### src/rtl/bus_seq_ctrl.sv
// bus_seq_ctrl: runs one core request at a time on an external pad bus.
// Each request goes through address setup, a data phase that waits for the
// device (bounded by a timeout), and a turnaround gap after writes. The gap
// keeps the pad driver and the pad receiver from being enabled together.
//
// state     | meaning
// ----------+----------------------------------------------------------
// ST_IDLE   | ready for a request; illegal requests get an error reply
// ST_SETUP  | address/size/we on the pads, bus_en low, one cycle
// ST_ACCESS | bus_en high, waiting for bus_rdy_i or the timeout
// ST_TURN   | after a write, driver and receiver both off for TURN_CYC
module bus_seq_ctrl #(
   parameter int TIMEOUT_CYC = 255,
   parameter int TURN_CYC    = 1
) (
   input  logic        clk_i,
   input  logic        reset_i,
   input  logic        req_valid_i,
   output logic        req_ready_o,
   input  logic        req_we_i,
   input  logic [1:0]  req_size_i,
   input  logic [15:0] req_addr_i,
   input  logic [31:0] req_wdata_i,
   output logic        resp_valid_o,
   output logic        resp_err_o,
   output logic [31:0] resp_rdata_o,
   output logic        bus_en_o,
   output logic        bus_we_o,
   output logic [1:0]  bus_size_o,
   output logic [15:0] bus_addr_o,
   output logic [31:0] bus_data_drv_b,
   input  logic [31:0] bus_data_recv_b,
   output logic        dbus_o_en_b,
   output logic        dbus_i_en_b,
   input  logic        bus_rdy_i
);

   localparam int TMO_W  = 10;
   localparam int TURN_W = 3;

   // Both timers count down to zero; terminal count ends the phase.
   localparam logic [TMO_W-1:0]  TMO_LOAD  = TMO_W'(TIMEOUT_CYC - 1);
   localparam logic [TURN_W-1:0] TURN_LOAD = TURN_W'(TURN_CYC - 1);

   typedef enum logic [1:0] {
      ST_IDLE   = 2'd0,
      ST_SETUP  = 2'd1,
      ST_ACCESS = 2'd2,
      ST_TURN   = 2'd3
   } state_t;

   state_t             state;
   logic [TMO_W-1:0]   tmo_cnt;
   logic [TURN_W-1:0]  turn_cnt;
   logic               acc_done;
   logic [31:0]        rd_data;

   // Size 11 is never legal; halves and words must be naturally aligned.
   function automatic logic req_legal(input logic [1:0] size, input logic [1:0] a);
      case (size)
         2'b00:   req_legal = 1'b1;
         2'b01:   req_legal = ~a[0];
         2'b10:   req_legal = (a == 2'b00);
         default: req_legal = 1'b0;
      endcase
   endfunction

   // Narrow writes are copied to every lane so the device can take any lane.
   function automatic logic [31:0] wr_lanes(input logic [1:0] size, input logic [31:0] d);
      case (size)
         2'b00:   wr_lanes = {4{d[7:0]}};
         2'b01:   wr_lanes = {2{d[15:0]}};
         default: wr_lanes = d;
      endcase
   endfunction

   // Select the addressed read lane and zero-extend it.
   always_comb begin
      rd_data = '0;
      case (bus_size_o)
         2'b00: begin
            case (bus_addr_o[1:0])
               2'd0:    rd_data[7:0] = bus_data_recv_b[7:0];
               2'd1:    rd_data[7:0] = bus_data_recv_b[15:8];
               2'd2:    rd_data[7:0] = bus_data_recv_b[23:16];
               default: rd_data[7:0] = bus_data_recv_b[31:24];
            endcase
         end
         2'b01:   rd_data[15:0] = bus_addr_o[1] ? bus_data_recv_b[31:16] : bus_data_recv_b[15:0];
         default: rd_data = bus_data_recv_b;
      endcase
   end

   // The data phase ends when the device is ready or the timer runs out.
   assign acc_done = bus_rdy_i | (tmo_cnt == '0);

   // Sequencer: state, timers and all registered outputs.
   always_ff @(posedge clk_i) begin
      if (reset_i) begin
         state          <= ST_IDLE;
         tmo_cnt        <= '0;
         turn_cnt       <= '0;
         req_ready_o    <= 1'b1;
         resp_valid_o   <= 1'b0;
         resp_err_o     <= 1'b0;
         resp_rdata_o   <= '0;
         bus_en_o       <= 1'b0;
         bus_we_o       <= 1'b0;
         bus_size_o     <= '0;
         bus_addr_o     <= '0;
         bus_data_drv_b <= '0;
         dbus_o_en_b    <= 1'b0;
         dbus_i_en_b    <= 1'b1;
      end else begin
         resp_valid_o <= 1'b0;
         resp_err_o   <= 1'b0;
         resp_rdata_o <= '0;
         case (state)
            ST_IDLE: begin
               if (req_valid_i) begin
                  if (req_legal(req_size_i, req_addr_i[1:0])) begin
                     state          <= ST_SETUP;
                     req_ready_o    <= 1'b0;
                     tmo_cnt        <= TMO_LOAD;
                     bus_en_o       <= 1'b0;
                     bus_we_o       <= req_we_i;
                     bus_size_o     <= req_size_i;
                     bus_addr_o     <= req_addr_i;
                     bus_data_drv_b <= req_we_i ? wr_lanes(req_size_i, req_wdata_i) : '0;
                     dbus_o_en_b    <= req_we_i;
                     dbus_i_en_b    <= ~req_we_i;
                  end else begin
                     resp_valid_o <= 1'b1;
                     resp_err_o   <= 1'b1;
                  end
               end
            end
            ST_SETUP: begin
               state    <= ST_ACCESS;
               bus_en_o <= 1'b1;
            end
            ST_ACCESS: begin
               if (acc_done) begin
                  resp_valid_o   <= 1'b1;
                  resp_err_o     <= ~bus_rdy_i;
                  resp_rdata_o   <= (bus_rdy_i && !bus_we_o) ? rd_data : '0;
                  bus_en_o       <= 1'b0;
                  bus_data_drv_b <= '0;
                  dbus_o_en_b    <= 1'b0;
                  if (bus_we_o) begin
                     // Driver goes off now; receiver stays off through TURN.
                     state       <= ST_TURN;
                     turn_cnt    <= TURN_LOAD;
                     dbus_i_en_b <= 1'b0;
                  end else begin
                     state       <= ST_IDLE;
                     req_ready_o <= 1'b1;
                     dbus_i_en_b <= 1'b1;
                     bus_we_o    <= 1'b0;
                     bus_size_o  <= '0;
                     bus_addr_o  <= '0;
                  end
               end else begin
                  tmo_cnt <= tmo_cnt - 1'b1;
               end
            end
            ST_TURN: begin
               if (turn_cnt == '0) begin
                  state       <= ST_IDLE;
                  req_ready_o <= 1'b1;
                  dbus_i_en_b <= 1'b1;
                  bus_we_o    <= 1'b0;
                  bus_size_o  <= '0;
                  bus_addr_o  <= '0;
               end else begin
                  turn_cnt <= turn_cnt - 1'b1;
               end
            end
            default: begin
               state       <= ST_IDLE;
               req_ready_o <= 1'b1;
               bus_en_o    <= 1'b0;
               dbus_o_en_b <= 1'b0;
               dbus_i_en_b <= 1'b1;
            end
         endcase
      end
   end

endmodule

### config.mk
export PLATFORM = sky130hd
export DESIGN_NAME = bus_seq_ctrl
export DESIGN_NICKNAME = d
export VERILOG_FILES = /design/src/rtl/bus_seq_ctrl.sv
export SDC_FILE = /design/constraint.sdc
export NUM_CORES = 1
export LEC_CHECK = 0
export ABC_CLOCK_PERIOD_IN_PS = 2400
export BUFFER_PORTS_ARGS = -buffer_cell sky130_fd_sc_hd__buf_2
export CELL_PAD_IN_SITES_DETAIL_PLACEMENT = 2
export CELL_PAD_IN_SITES_GLOBAL_PLACEMENT = 2
export CORE_MARGIN = 2
export CORE_UTILIZATION = 25
export CTS_CLUSTER_SIZE = 12
export DETAILED_ROUTE_END_ITERATION = 12
export GPL_TIMING_DRIVEN = 0
export PLACE_DENSITY = 0.85
export SYNTH_ARGS = -nofsm -noshare
export SYNTH_HDL_FRONTEND = slang
export SYNTH_SLANG_ARGS = --single-unit
### constraint.sdc
create_clock -name clk_i -period 2.4 [get_ports clk_i]
set_input_delay 0.24 -clock clk_i [delete_from_list [all_inputs] [get_ports clk_i]]
set_output_delay 0.24 -clock clk_i [all_outputs]
set_load 0.005 [all_outputs]
==> results by group, run 1 <==
Floorplanning
  • Die Ht: 139.1 um
  • Site Rows: 49
  • Total core area: 17,900 sq um
  • # IOs: 176
  • Die Area: 19,340 sq um
  • Die W: 139.1 um
  • Starting Density: 0.2548

Layout
  • FILL cells: 2,030
  • Most common cell after layout, fill and taps aside: buf_2
  • Area Overhead vs Synth: 37.06%
  • N_diodes: 0
  • Nets@finish: 773
  • Most frequent cells in the layout: buf_2 (175), dfxtp_1 (103), a21oi_1 (44)
  • Post-route core utilization: 0.3492
  • Layout cells sized above 1: 0.3605
  • Finished Layout Cells: 917

Worst hold path
  • Hold Startpoint: bus_data_recv_b[5]
  • Hold WC Path Type: in -> reg

Synthesis
  • Syn nets: 584
  • Synth cell types: 54
  • Sequential area share after synthesis: 0.4565
  • Synth Warn #: 0
  • Ys async rst share: 0
  • Synthesized area per cell: 9.232 sq um
  • EDFF count, synth: 0
  • Prevailing post-synth register cell: dfxtp_1
  • Post-Synthesis Cells: 494
  • Synthesized flop and latch total: 104
  • Post-Syn Area: 4561 sq um

Clocking
  • Clock Sinks: 104
  • Root buffer cell: clkbuf_16
  • Clock Tree Buf Depth: 2
  • CTS tree: yes
  • CTS Buf Count: 9
  • Clk_lat worst skew: 0.37 ns
  • H-tree lvl count: 3
  • Clk slew on worst S/H paths: 0.08 ns

Route
  • DRC: 0
  • Vias: 4,746
  • Final ANT Viol Nets: 0
  • Router iterations before antenna repair: 6
  • WL per Instance: 19.43 um
  • Initial drt markers: 172
  • Routed WL: 17,810 um
  • Vias per cell: 5.176

Global route
  • Overflow after GRT: 0
  • Number of antenna violations at the first check in global routing: 1
  • Grt met1 use: 0.2139
  • Vias in the first global route: 5,083
  • Busiest grt layer: met2
  • Total track usage: 0.1805
  • First-pass GRT wire length: 28,170 um
  • Largest net degree at the start of global routing: 19
  • Met2 usage: 0.3140
  • Met3 layer usage reported by global route: 0.05836

Status
  • Status: finished, final reports clean

Placement
  • Final Wtd Congestion: 0.7927
  • Dpl cells: 895
  • DPL Wire Length: 13,510 um
  • Setup WS pre-CTS: -0.7744 ns
  • I/O Buffers: 172

Power and ir drop
  • Peak VDD IR: 400.6 uV
  • Leakage: 0.002755 uW
  • Pwr per Cell Area: 693.6 nW/um^2

Worst setup path
  • FF-to-FF Start: tmo_cnt[0]
  • Critical Path Start Type: flip-flop
  • WS Path Type: reg -> reg
  • Maximum fanout along the worst path: 5
  • Setup crit start: tmo_cnt[0]
  • CP required: 2.69 ns
  • Worst Path Arrival: 2.61 ns
  • Crit end category: flip-flop

Timing
  • Worst slew pin tran: 0.9100 ns
  • Period utilization: 0.9672
  • Fin. Hold Viols: 0
  • Final Max Tran Viols: 0
  • RSZ-0062 raised after global routing: yes
  • Skew final: 0.008995 ns
  • Final critical-path setup slack: 0.07870 ns
  • Setup violators final: 0
  • Slew headroom: 0.3911
  • Minimum clock period: 2.321 ns
  • Highest clock rate: 0.4308 GHz

Job
  • Max_cap viols: 0
-- cell families (layout without fill, tap and decap cells) --
logic type,count (synthesis),after routing,synth area share
AOI/OAI and AO/OA,172,172,0.2639
and+or+nand+nor,130,130,0.1558
DFF,104,104,0.4565
buffers and inverters,57,251,0.05350
muxes,27,27,0.06008
adders and majority gates,3,3,0.008231
xor gates and xnor gates,1,1,0.001921
-- report_power, final --
| part | switching (uW) | internal [uW] | total [uW] |
|---|---|---|---|
| logic | 534 | 369 | 903 |
| registers | 62.1 | 1810 | 1870 |
| clock network | 737 | 822 | 1560 |
| total | 1330 | 3000 | 4340 |
-- cells in the mapped netlist, drive strengths merged (3+ instances only) --
library cell | count | share of area
o2bb2ai | 16 | 0.031
inv | 9 | 0.0074
o21ai | 15 | 0.016
o221a | 5 | 0.012
mux2i | 24 | 0.053
nand3 | 4 | 0.0044
dfxtp | 104 | 0.46
a22o | 12 | 0.023
buf | 11 | 0.016
nor2 | 16 | 0.013
a21o | 10 | 0.016
ha | 3 | 0.0082
nand2b | 3 | 0.0041
and3 | 16 | 0.022
a22oi | 8 | 0.013
nand4 | 19 | 0.026
o21a | 4 | 0.0066
or4 | 7 | 0.012
a31oi | 8 | 0.011
o31ai | 29 | 0.048
nor3 | 13 | 0.014
mux2 | 3 | 0.0074
nand2 | 28 | 0.023
nor4 | 4 | 0.0055
o31a | 4 | 0.0077
a21oi | 46 | 0.050
clkbuf | 36 | 0.030
nor2b | 8 | 0.011
-- layer usage --
layer,up-vias,share of wire
met1,2316,0.43
met2,164,0.49
met5,-,0.00062
met3,23,0.067
li1,2241,-
met4,2,0.014
-- critical path: stages (launching register included) --
cell	delay (ns)
dfxtp_1	0.35
inv_2	0.09
ha_4	0.15
or4b_4	0.50
o31a_1	0.34
buf_6	0.16
or4_4	0.53
a21oi_2	0.13
-- registers in the layout, indices dropped and copies added (netlist names) --
name and count:
bus_addr_o 16, bus_data_drv_b 32, bus_en_o 1, bus_size_o 2, bus_we_o 1, dbus_i_en_b 1
dbus_o_en_b 1, req_ready_o 1, resp_err_o 1, resp_rdata_o 32, resp_valid_o 1, state 2
tmo_cnt 10, turn_cnt 3
-- through the flow --
step	instance area, sq um	hold WS, ns	TNS, ns	total power (uW)
after floorplan	4561	0.3655	0	2375
after global placement	5708	0.4377	-14.50	2690
after detailed placement	5708	0.4389	-18.57	2717
after CTS	6090	0.1122	0	4322
after global routing	6251	0.1202	-0.1007	4561
final	6251	0.1188	0	4336
-- worst paths after layout --
check,endpoint,cells past startpoint,slack (ns)
max,turn_cnt[1],7,0.08
min,resp_rdata_o[5],3,0.12
max reg2reg,turn_cnt[1],7,0.08
min reg2reg,dbus_o_en_b,1,0.46
-- layout make-up --
class                      instances  area (sq um)  share of cell area
multi-input combinational        333          2390              0.3823
sequential                       104          2083              0.3333
timing repair buffer             178         903.4              0.1445
tap                              229         286.5             0.04584
buffer                            47         247.7             0.03963
clock buffer                       9         225.2             0.03603
clock inverter                     7         77.57             0.01241
inverter                          10         37.54            0.006005
-- timing repair --
action	CTS	global route
gates resized for setup	21	40
hold buffers	0	0
gates cloned	0	1
buffers inserted	0	5
pin swaps	2	6
endpoints found under the setup margin	71	48
Power figures use the tool's default switching activity.
==> inputs of run 2 (changes only) <==
CELL_PAD_IN_SITES_DETAIL_PLACEMENT = default   (was 2)
CELL_PAD_IN_SITES_GLOBAL_PLACEMENT = default   (was 2)
CORE_UTILIZATION = 35   (was 25)
PLACE_DENSITY = 0.73   (was 0.85)
==> run 2 against run 1 <==
Wire length shrank 22%. Clock skew is essentially flat. Hold slack gained 0.0038 ns. Die area shrank 28%.
==> results by group, run 2 (synthesized netlist as in run 1, its figures left out) <==
Layout
  • Biggest regs: bus_data_drv_b: 32 flops, resp_rdata_o: 32 flops, bus_addr_o: 16 flops (unchanged)
  • FILL cells: 1,233 (was 2,030)
  • Most frequent cells in the layout: buf_2 (177), dfxtp_1 (104), a21oi_1 (45) (was buf_2 (175), dfxtp_1 (103), a21oi_1 (44))
  • Area Overhead vs Synth: 32.89% (was 37.06%)
  • N_diodes: 0 (unchanged)
  • Layout cells sized above 1: 0.3294 (was 0.3605)
  • Final Cell Area: 6061 sq um (was 6251 sq um)
  • Post-route core utilization: 0.4783 (was 0.3492)
  • Most common cell after layout, fill and taps aside: buf_2 (unchanged)
  • Finished Layout Cells: 855 (was 917)
  • Nets@finish: 768 (was 773)

Clocking
  • CTS Buf Count: 9 (unchanged)
  • Hold_buf cts: 0 (unchanged)
  • H-tree lvl count: 3 (unchanged)
  • Clock Tree Buf Depth: 2 (unchanged)
  • Clk_lat worst skew: 0.35 ns (was 0.37 ns)
  • CTS tree: yes (unchanged)
  • Clock Sinks: 104 (unchanged)
  • Clk slew on worst S/H paths: 0.07 ns (was 0.08 ns)
  • Root buffer cell: clkbuf_16 (unchanged)

Route
  • Vias per cell: 5.358 (was 5.176)
  • Routed WL: 13,930 um (was 17,810 um)
  • Initial drt markers: 466 (was 172)
  • Router iterations before antenna repair: 5 (was 6)
  • Vias: 4,581 (was 4,746)
  • WL per Instance: 16.29 um (was 19.43 um)
  • Final ANT Viol Nets: 0 (unchanged)
  • DRC: 0 (unchanged)

Power and ir drop
  • Comb pwr share: 0.187 (was 0.208)
  • Sequential power share: 0.430 (was 0.432)
  • Clock share of power: 0.383 (was 0.360)
  • Leakage: 0.002726 uW (was 0.002755 uW)
  • Total Power: 4351 uW (was 4336 uW)
  • Peak VDD IR: 429.4 uV (was 400.6 uV)
  • Switching component of the power: 1239 uW (was 1333 uW)
  • P_int: 3112 uW (was 3002 uW)
  • Pwr per Cell Area: 718.0 nW/um^2 (was 693.6 nW/um^2)
  • Net Sw Frac: 0.2848 (was 0.3076)

Worst setup path
  • Maximum fanout along the worst path: 10 (was 5)
  • FF-to-FF Start: tmo_cnt[4] (was tmo_cnt[0])
  • CP bufs+invs: 4 (was 2)
  • Crit path max-delay cell type: or4_4 (unchanged)
  • CP most frequent cell: buf_6
  • Cell chain of the critical path: buf_6 -> or4_4 -> buf_6 -> o31ai_2 -> buf_4 -> buf_2 -> nand4_1 -> a21oi_1 (was inv_2 -> ha_4 -> or4b_4 -> o31a_1 -> buf_6 -> or4_4 -> a21oi_2)
  • Reg2reg path depth: 8 (was 7)
  • Setup crit start: tmo_cnt[4] (was tmo_cnt[0])
  • Worst r2r dst: bus_size_o[0] (was turn_cnt[1])
  • Crit-path max cell delay: 0.53 ns (about the same)
  • Largest delay share family, worst path: buffers and inverters (was simple AND/OR/NAND/NOR gates)
  • CP required: 2.67 ns (was 2.69 ns)
  • WS Path Type: reg -> reg (unchanged)
  • Worst Path Arrival: 2.58 ns (was 2.61 ns)
  • Worst R2R Setup Slack: 0.09 ns (was 0.08 ns)
  • Crit end category: flip-flop (unchanged)
  • Critical Path Start Type: flip-flop (unchanged)

Timing
  • Period utilization: 0.9611 (was 0.9672)
  • Slew headroom: 0.3744 (was 0.3911)
  • Highest clock rate: 0.4336 GHz (was 0.4308 GHz)
  • RSZ-0062 raised after global routing: yes (unchanged)
  • Minimum clock period: 2.307 ns (was 2.321 ns)
  • Worst slew pin tran: 0.9350 ns (was 0.9100 ns)
  • Setup TNS: 0 ns (unchanged)
  • Setup violators final: 0 (unchanged)
  • Fin. Hold Viols: 0 (unchanged)
  • Skew final: 0.009328 ns (was 0.008995 ns)
  • Final Max Tran Viols: 0 (unchanged)

Floorplanning
  • Die Ht: 118.2 um (was 139.1 um)
  • Total core area: 12,670 sq um (was 17,900 sq um)
  • Site Rows: 41 (was 49)
  • Die W: 118.2 um (was 139.1 um)
  • Die Area: 13,960 sq um (was 19,340 sq um)
  • # IOs: 176 (unchanged)
  • Starting Density: 0.3599 (was 0.2548)

Worst hold path
  • Hold WC Path Type: in -> reg (unchanged)
  • Hold Path Stages: 3 (unchanged)
  • Hold Startpoint: bus_data_recv_b[5] (unchanged)
  • Hold Path Sink: resp_rdata_o[5] (unchanged)

Global route
  • First-pass GRT wire length: 22,300 um (was 28,170 um)
  • Number of antenna violations at the first check in global routing: 0 (was 1)
  • Vias in the first global route: 4,292 (was 5,083)
  • Total track usage: 0.1969 (was 0.1805)
  • Largest net degree at the start of global routing: 19 (unchanged)
  • Overflow after GRT: 0 (unchanged)

Placement
  • Final Wtd Congestion: 0.8339 (was 0.7927)
  • I/O Buffers: 172 (unchanged)
  • DPL Wire Length: 10,320 um (was 13,510 um)
  • Dpl cell area: 5637 sq um (was 5708 sq um)
  • Dpl cells: 838 (was 895)

Job
  • Max_cap viols: 0 (unchanged)

Status
  • Status: finished, final reports clean (unchanged)
-- run 2: cell count changes in the layout (fill, tap and decap cells not counted), sizes merged --
cell	change
buf	-3
bufinv	+1
clkbuf	-1
clkinv	-2
-- run 2: power by group through the flow --
stage | clock [uW] | sequential, uW | combinational [uW]
after floorplan | 0 | 1900 | 472
after global placement | 0 | 1910 | 762
after detailed placement | 0 | 1910 | 765
after CTS | 1700 | 1870 | 781
after global routing | 1760 | 1880 | 899
final | 1670 | 1870 | 813
-- run 2: layout make-up --
type	instances	area (sq um)	share of cell area
buffer	47	232.7	0.03840
clock buffer	10	239.0	0.03943
clock inverter	6	96.34	0.01590
inverter	10	41.29	0.006813
multi-input combinational	333	2286	0.3772
sequential	104	2082	0.3435
tap	172	215.2	0.03551
timing repair buffer	173	868.3	0.1433
-- run 2: worst max path at each step --
stage          cells after the start                 to  slack [ns]
2_1_floorplan                      6        dbus_i_en_b        0.04
3_3_place_gp                       5  bus_data_drv_b[0]       -0.51
3_5_place_dp                       5  bus_data_drv_b[2]       -0.47
6_report                           8      bus_size_o[0]        0.09
4_1_cts                            6      bus_size_o[0]        0.02
5_1_grt                            6      bus_size_o[0]       -0.02
-- run 2: per-stage QoR --
stage                     setup slack [ns]  hold slack (ns)
final                              0.09346           0.1226
after global routing              -0.01634           0.1253
after CTS                          0.01859           0.1135
after detailed placement           -0.4724           0.4363
after global placement             -0.5075           0.4374
after floorplan                    0.03796           0.3655
-- run 2: timing repair --
item	in CTS	in global routing
endpoints found under the setup margin	60	45
hold endpoints to repair	0	0
pin swaps	2	3
gates resized for setup	7	23
setup buffers	1	0
-- run 2: per-layer routing --
layer | GRT usage | vias up | wire, um
li1 | - | 2231 | -
met1 | 0.2477 | 2108 | 5987
met2 | 0.3197 | 218 | 6478
met3 | 0.05888 | 24 | 1211
met4 | 0.06852 | 0 | 254
met5 | 0 | - | 0
-- run 2: worst register-to-register path: cells and delay by family, from the launching register on --
kind                   cells  cell delay [ns]
and+or+nand+nor            2             0.65
DFF                        1             0.31
buffers and inverters      4             0.75
AOI/OAI and AO/OA          2             0.51
==> inputs of run 3 (changes only) <==
==> constraint.sdc (replaced) <==
create_clock -name clk_i -period 2.4 [get_ports clk_i]
set_input_delay 0.36 -clock clk_i [delete_from_list [all_inputs] [get_ports clk_i]]
set_output_delay 0.36 -clock clk_i [all_outputs]
set_load 0.005 [all_outputs]
==> run 3 against run 2 <==
Wire length grew 1.6%. Clock power barely moved. Flip-flop and latch count unchanged. Via count up 0.74%. Largest power group unchanged. Fmax fell by 0.40%. Combinational power up 2%. Hold slack improved by 0.12 ns. Global-route usage stayed put. Critical endpoint unchanged.
==> results by group, run 3 (synthesized netlist as in run 1, its figures left out) <==
Route
  • Vias per cell: 5.398 (was 5.358)
  • Router iterations before antenna repair: 5 (unchanged)
  • Final ANT Viol Nets: 0 (unchanged)
  • Routed WL: 14,160 um (was 13,930 um)
  • Vias: 4,615 (was 4,581)
  • WL per Instance: 16.56 um (was 16.29 um)
  • Initial drt markers: 444 (was 466)
  • DRC: 0 (unchanged)

Timing
  • Period utilization: 0.9649 (was 0.9611)
  • Final Max Tran Viols: 0 (unchanged)
  • Worst slew pin tran: 0.9545 ns (was 0.9350 ns)
  • Skew final: 0.01028 ns (was 0.009328 ns)
  • Highest clock rate: 0.4318 GHz (was 0.4336 GHz)
  • Slew headroom: 0.3613 (was 0.3744)
  • Setup violators final: 0 (unchanged)
  • RSZ-0062 raised after global routing: yes (unchanged)
  • Fin. Hold Viols: 0 (unchanged)
  • Minimum clock period: 2.316 ns (was 2.307 ns)
  • Final critical-path setup slack: 0.08415 ns (was 0.09346 ns)

Worst setup path
  • Maximum fanout along the worst path: 10 (unchanged)
  • CP required: 2.67 ns (about the same)
  • WS Path Type: reg -> reg (unchanged)
  • Critical Path Start Type: flip-flop (unchanged)
  • Crit end category: flip-flop (unchanged)
  • Worst Path Arrival: 2.59 ns (was 2.58 ns)

Layout
  • Layout cells sized above 1: 0.3338 (was 0.3294)
  • Nets@finish: 768 (unchanged)
  • Biggest regs: bus_data_drv_b: 32 flops, resp_rdata_o: 32 flops, bus_addr_o: 16 flops (unchanged)
  • N_diodes: 0 (unchanged)
  • Area Overhead vs Synth: 33.53% (was 32.89%)
  • Most common cell after layout, fill and taps aside: buf_2 (unchanged)
  • Most frequent cells in the layout: buf_2 (177), dfxtp_1 (104), a21oi_1 (45) (unchanged)

Clocking
  • H-tree lvl count: 3 (unchanged)
  • Hold_buf cts: 0 (unchanged)
  • CTS tree: yes (unchanged)
  • Clk slew on worst S/H paths: 0.07 ns (about the same)
  • Clock Tree Buf Depth: 2 (unchanged)
  • Clock Sinks: 104 (unchanged)
  • CTS Buf Count: 9 (unchanged)
  • Clk_lat worst skew: 0.36 ns (was 0.35 ns)
  • Root buffer cell: clkbuf_16 (unchanged)

Power and ir drop
  • Sequential power share: 0.428 (was 0.430)
  • Peak VDD IR: 438.0 uV (was 429.4 uV)
  • Switching component of the power: 1262 uW (was 1239 uW)
  • Total Power: 4378 uW (was 4351 uW)
  • Pwr per Cell Area: 718.9 nW/um^2 (was 718.0 nW/um^2)
  • Leakage: 0.002734 uW (was 0.002726 uW)
  • Comb pwr share: 0.189 (was 0.187)
  • Net Sw Frac: 0.2882 (was 0.2848)
  • P_int: 3116 uW (was 3112 uW)
  • Clock share of power: 0.383 (about the same)

Floorplanning
  • Total core area: 12,670 sq um (unchanged)
  • # IOs: 176 (unchanged)
  • Die Ht: 118.2 um (unchanged)
  • Die Area: 13,960 sq um (unchanged)
  • Site Rows: 41 (unchanged)
  • Die W: 118.2 um (unchanged)
  • Starting Density: 0.3599 (unchanged)

Placement
  • Setup WS pre-CTS: -0.5924 ns (was -0.4724 ns)
  • DPL Wire Length: 10,320 um (unchanged)
  • Final Wtd Congestion: 0.8339 (unchanged)
  • I/O Buffers: 172 (unchanged)

Job
  • Max_cap viols: 0 (unchanged)

Status
  • Status: finished, final reports clean (unchanged)

Global route
  • Vias in the first global route: 4,292 (unchanged)
  • First-pass GRT wire length: 22,300 um (unchanged)
  • Total track usage: 0.1969 (unchanged)
  • Largest net degree at the start of global routing: 19 (unchanged)
  • Overflow after GRT: 0 (unchanged)
  • Number of antenna violations at the first check in global routing: 0 (unchanged)

Worst hold path
  • Hold WC Path Type: in -> reg (unchanged)
==> run 3: area by class of cell <==
class                      count  area (sq um)
buffer                        47         234.0
clock buffer                  10         239.0
clock inverter                 6         96.34
fill                        1234          6581
inverter                      10         41.29
multi-input combinational    333          2313
sequential                   104          2082
tap                          172         215.2
timing repair buffer         173         868.3
==> run 3: stage by stage <==
step | utilization | setup TNS, ns | cells | hold WS (ns) | cell area (sq um)
after floorplan | - | 0 | 494 | 0.4475 | 4561
after global placement | 0.4449 | -11.67 | 838 | 0.4374 | 5637
after detailed placement | 0.4449 | -13.23 | 838 | 0.4363 | 5637
after CTS | 0.4736 | 0 | 855 | 0.2335 | 6001
after global routing | 0.4806 | -0.02320 | 855 | 0.2453 | 6090
final | 0.4806 | 0 | 855 | 0.2429 | 6090
==> run 3: critical path, stage by stage (launching register included) <==
cell	delay (ns)
dfxtp_1	0.31
buf_6	0.12
or4_4	0.52
buf_6	0.14
o31ai_2	0.29
buf_4	0.24
buf_2	0.25
nand4_1	0.12
a21oi_1	0.23
==> run 3: worst paths after layout <==
kind | from | slack (ns) | cells past startpoint | endpoint
max | tmo_cnt[4] | 0.08 | 8 | bus_size_o[0]
min | bus_data_recv_b[5] | 0.24 | 3 | resp_rdata_o[5]
max reg2reg | tmo_cnt[4] | 0.08 | 8 | bus_size_o[0]
min reg2reg | dbus_o_en_b | 0.46 | 1 | dbus_o_en_b
==> run 3: timing repair <==
| action | in CTS | in global routing |
|---|---|---|
| setup buffers | 1 | 0 |
| pin swaps | 2 | 3 |
| resized for setup | 7 | 29 |
| setup endpoints to repair | 60 | 54 |
==> run 3: power groups by stage <==
stage	Combinational (uW)	Clock [uW]	Sequential [uW]
after floorplan	472	0	1900
after global placement	762	0	1910
after detailed placement	765	0	1910
after CTS	781	1700	1870
after global routing	909	1760	1880
final	827	1680	1870
==> run 3: per-layer routing <==
metal / vias up / part of all wire / global-route usage
li1: 2229 / - / -
met1: 2139 / 0.43 / 0.2477
met2: 222 / 0.46 / 0.3197
met3: 25 / 0.083 / 0.05888
met4: 0 / 0.019 / 0.06852
met5: - / 0 / 0
